--- src/rtl/i2s_audio_tx.sv ---
`timescale 1ns/1ps
// I2S transmitter for the Pmod DAC: serializes 16-bit L/R pairs MSB first with
// the standard one-sck delay after each lrck edge. All pins come from register bits.
module i2s_audio_tx #(
  parameter int unsigned BITS          = 16,
  parameter int unsigned SCK_DIV_LOG2  = 4,
  parameter int unsigned MCLK_DIV_LOG2 = 2
) (
  input  logic            clk,
  input  logic            rst,
  input  logic            enable,
  input  logic            mute,
  input  logic [BITS-1:0] audio_in_left,
  input  logic [BITS-1:0] audio_in_right,
  output logic            sample_req,
  output logic            busy,
  output logic            audio_mclk,
  output logic            audio_lrck,
  output logic            audio_sck,
  output logic            audio_sdin
);

  localparam int unsigned FRAME_W = 2 * BITS;
  localparam int unsigned CNT_W   = SCK_DIV_LOG2 + $clog2(FRAME_W);

  typedef enum logic [1:0] {
    S_IDLE  = 2'd0,
    S_RUN   = 2'd1,
    S_DRAIN = 2'd2
  } state_t;

  state_t               r_state;
  logic [CNT_W-1:0]     r_div_cnt;
  logic [FRAME_W-1:0]   r_shift;
  logic                 r_sdin;
  logic                 r_sample_req;

  logic                 w_bit_end;
  logic                 w_frame_end;
  logic [FRAME_W-1:0]   w_next_pair;

  assign w_bit_end   = &r_div_cnt[SCK_DIV_LOG2-1:0];
  assign w_frame_end = &r_div_cnt;
  assign w_next_pair = mute ? '0 : {audio_in_left, audio_in_right};

  always_ff @(posedge clk) begin
    if (rst) begin
      r_state      <= S_IDLE;
      r_div_cnt    <= '0;
      r_shift      <= '0;
      r_sdin       <= 1'b0;
      r_sample_req <= 1'b0;
    end else begin
      r_sample_req <= 1'b0;
      unique case (r_state)
        S_IDLE: begin
          r_div_cnt <= '0;
          r_sdin    <= 1'b0;
          if (enable) begin
            r_shift      <= w_next_pair;
            r_sample_req <= 1'b1;
            r_state      <= S_RUN;
          end
        end
        S_RUN: begin
          r_div_cnt <= r_div_cnt + CNT_W'(1);
          if (w_bit_end) begin
            r_sdin  <= r_shift[FRAME_W-1];
            r_shift <= r_shift << 1;
          end
          // Last shift of the frame and the next latch share this edge; the latch wins r_shift.
          if (w_frame_end) begin
            if (enable) begin
              r_shift      <= w_next_pair;
              r_sample_req <= 1'b1;
            end else begin
              r_state <= S_DRAIN;
            end
          end
        end
        S_DRAIN: begin
          r_div_cnt <= r_div_cnt + CNT_W'(1);
          if (w_bit_end) begin
            r_div_cnt <= '0;
            r_sdin    <= 1'b0;
            r_state   <= S_IDLE;
          end
        end
        default: r_state <= S_IDLE;
      endcase
    end
  end

  assign sample_req = r_sample_req;
  assign busy       = (r_state != S_IDLE);
  assign audio_mclk = r_div_cnt[MCLK_DIV_LOG2-1];
  assign audio_sck  = r_div_cnt[SCK_DIV_LOG2-1];
  assign audio_lrck = r_div_cnt[CNT_W-1];
  assign audio_sdin = r_sdin;

endmodule

--- config.mk ---
export PLATFORM = sky130hd
export DESIGN_NAME = i2s_audio_tx
export DESIGN_NICKNAME = d
export VERILOG_FILES = /design/src/rtl/i2s_audio_tx.sv
export SDC_FILE = /design/constraint.sdc
export NUM_CORES = 1
export LEC_CHECK = 0
export CELL_PAD_IN_SITES_DETAIL_PLACEMENT = 0
export CELL_PAD_IN_SITES_GLOBAL_PLACEMENT = 2
export CORE_MARGIN = 2
export CORE_UTILIZATION = 32
export DETAILED_ROUTE_END_ITERATION = 12
export GPL_ROUTABILITY_DRIVEN = 0
export GPL_TIMING_DRIVEN = 0
export PLACE_DENSITY_LB_ADDON = 0.1
export RECOVER_POWER = 50
export SLEW_MARGIN = 20
export SYNTH_ARGS = -nofsm -noshare
export SYNTH_HDL_FRONTEND = slang
export SYNTH_SLANG_ARGS = --single-unit
--- constraint.sdc ---
create_clock -name clk -period 2.94 [get_ports clk]
set_input_delay 0.294 -clock clk [delete_from_list [all_inputs] [get_ports clk]]
set_output_delay 0.294 -clock clk [all_outputs]
set_load 0.1 [all_outputs]
==> metrics.txt <==
# rows 33; Remaining DRCs 0; antenna violations before repair 0; area grow syn2layout 23.4%; Max Transition Viols Final 0; PwrDens ~680 nW/um^2; 1st-iter DRT viols 97; top post-synthesis cells by area dfxtp_1 33%, a311oi_1 10%, o32ai_1 10%; worst r2r path cells 10; Slew headroom 0.345; die area 9260 sq um; grt total ovfl 0; Worst VDD drop 0.225 mV; Cells on Worst Hold Path 2; input/output buffers 40; crit path DAT 2390 ps; vias in the first global route 2496; Seq cells post-synth between 40 and 50; commonest non-fill, non-tap cell in the layout dfxtp_1; multiplexer share of the synthesized area 0.0115; commonest non-fill, non-tap cells in the layout 44 x dfxtp_1, 41 x nand2_1, 34 x nand2b_1, 34 x clkdlybuf4s50_1; crit path time final 2690 ps; synthesized area 2720 sq um; Die Y 96.2 um; Post-Synth XOR/XNOR Area 0; I/O pins 42; highest clock rate about 370 MHz; Synth top area share 0.331; non-filler instance count after layout 473; global-route wire length before repair 12.5 mm; Clock Latency Late Sink 300 ps; synth warn 0; register area 902 sq um; most common flop cell mapped by yosys dfxtp_1; post-synth net total 364; Final ANT Viol Nets 0; final instance area around 3400 sq um; Bufs on Longest Clock Path 2; Root Buffer clkbuf_8; CTS tree yes; Final #Nets between 400 and 500; CTS H-tree lvls 2; sequential-to-total area share from yosys stat 0.331; final hold vios 0; Yosys cell types 43; share of cells above drive strength 1 0.0679; cell taking the most area after synthesis dfxtp_1; leak pwr about 0.0010 uW; setup violators final 0; # resized after CTS 0; largest family of logic cells by synthesized area compound AO/OA/AOI/OAI gates; via count 2600; async set or reset register ratio after synthesis 0; drt via density approximately 5.5; TritonRoute pass-1 iters 4; CP Class flip-flop to output pin; routed wire length 7.69 mm; Tot GR Track Use 0.173; cell count after synthesis 320; average cell area after synthesis approximately 8.5 sq um; status complete, no violations; crit path launch type flip-flop; DP Cell Count 465; fin crit share 0.914; DR WL/cell 16.2 um; hold buffer count at cts 0; Multi-input gate area 1640 sq um; Synth Area in Simple Gates 0.272; worst path required time 2650 ps; largest net degree at the start of global routing 14; Initial Util 0.331; core area 8220 sq um; crit-path max FO 6; Post-synth EDFFs 0; Max Cap Viol 0; clock skew 10.0 ps; placed cell areas approximately 3300 sq um; FILL cells 896; clk sinks 45; worst-margin pin slew 979 ps; Worst setup EP type output pin; RSZ-0062 raised after global routing false; post-DP HPWL about 5.2 mm; Setup Buffers After CTS 0; Reg clk slew, reported paths 90 ps; Num CTS Buffers 5; setup TNS 0 ps; Hold Crit Class flip-flop to flip-flop; die width 96.2 um; Compound-Gate Fraction of Synth Area 0.280; Diodes inserted 0; adder-cell share of the synthesized area 0.0368
state kept, by name, summed over array words and instances, names as in the netlist:
register    cells
audio_sdin      1
r_div_cnt       9
r_shift        32
r_state         2
sample_req      1
cells in the mapped netlist, drive strengths merged, types with 2 or more instances:
library cell	count
nand4	2
nand3	5
mux2i	2
a21oi	8
nand3b	31
nand4b	3
o31ai	3
or4	4
a211o	2
a211oi	5
ha	8
nand2b	34
o32ai	31
nand2	41
a21boi	2
a311oi	31
clkbuf	24
buf	12
inv	9
dfxtp	45
metal layers:
layer / track usage / part of all wire / vias to the layer above / wire, um
met5: 0 / 0 / - / 0
met4: 0.0357 / 0.0081 / 0 / 62
met3: 0.0258 / 0.029 / 6 / 222
met2: 0.275 / 0.46 / 40 / 3510
met1: 0.247 / 0.51 / 1232 / 3900
li1: - / - / 1322 / -
path summary, 6_finish.rpt:
kind / startpoint / end / slack, ps
max: r_state[0] / busy / 250
min: r_div_cnt[8] / r_div_cnt[8] / 490
max reg2reg: r_div_cnt[0] / r_shift[31] / 270
min reg2reg: r_div_cnt[8] / r_div_cnt[8] / 490
power breakdown:
group / switching [uW] / internal, uW
Clock: 229 / 213
Combinational: 574 / 412
Sequential: 93.4 / 751
final cells by class:
| cell class | count | area share |
|---|---|---|
| multi-input combinational | 230 | 0.487 |
| inverter | 9 | 0.0108 |
| buffer | 36 | 0.0454 |
| clock inverter | 1 | 0.00149 |
| clock buffer | 7 | 0.0287 |
| tap | 105 | 0.0391 |
| timing repair buffer | 40 | 0.119 |
| sequential | 45 | 0.269 |
worst max-delay path: stages, from the launching register on:
cell           delay [ps]
dfxtp_1               400
inv_1                 100
ha_1                  290
inv_1                 100
dlygate4sd3_1        1200
stage by stage:
| stage | util | hold WS [ps] | power [uW] | setup slack, ps |
|---|---|---|---|---|
| 5_1_grt | 0.409 | 514 | 2440 | 20.7 |
| 2_1_floorplan | - | 456 | 1580 | 71.3 |
| 3_3_place_gp | 0.396 | 471 | 1840 | 80.3 |
| 6_report | 0.409 | 486 | 2270 | 252 |
| 4_1_cts | 0.408 | 496 | 2300 | 49.1 |
| 3_5_place_dp | 0.396 | 483 | 1850 | 90.8 |
kinds of logic after synthesis:
kind of cell,after synthesis
flip-flops,45
multiplexers,3
AO/OA/AOI/OAI,92
adder cells (fa/ha/maj),8
buffers and inverters,45
AND/OR/NAND/NOR,127
(Power assumes the default switching activity.)
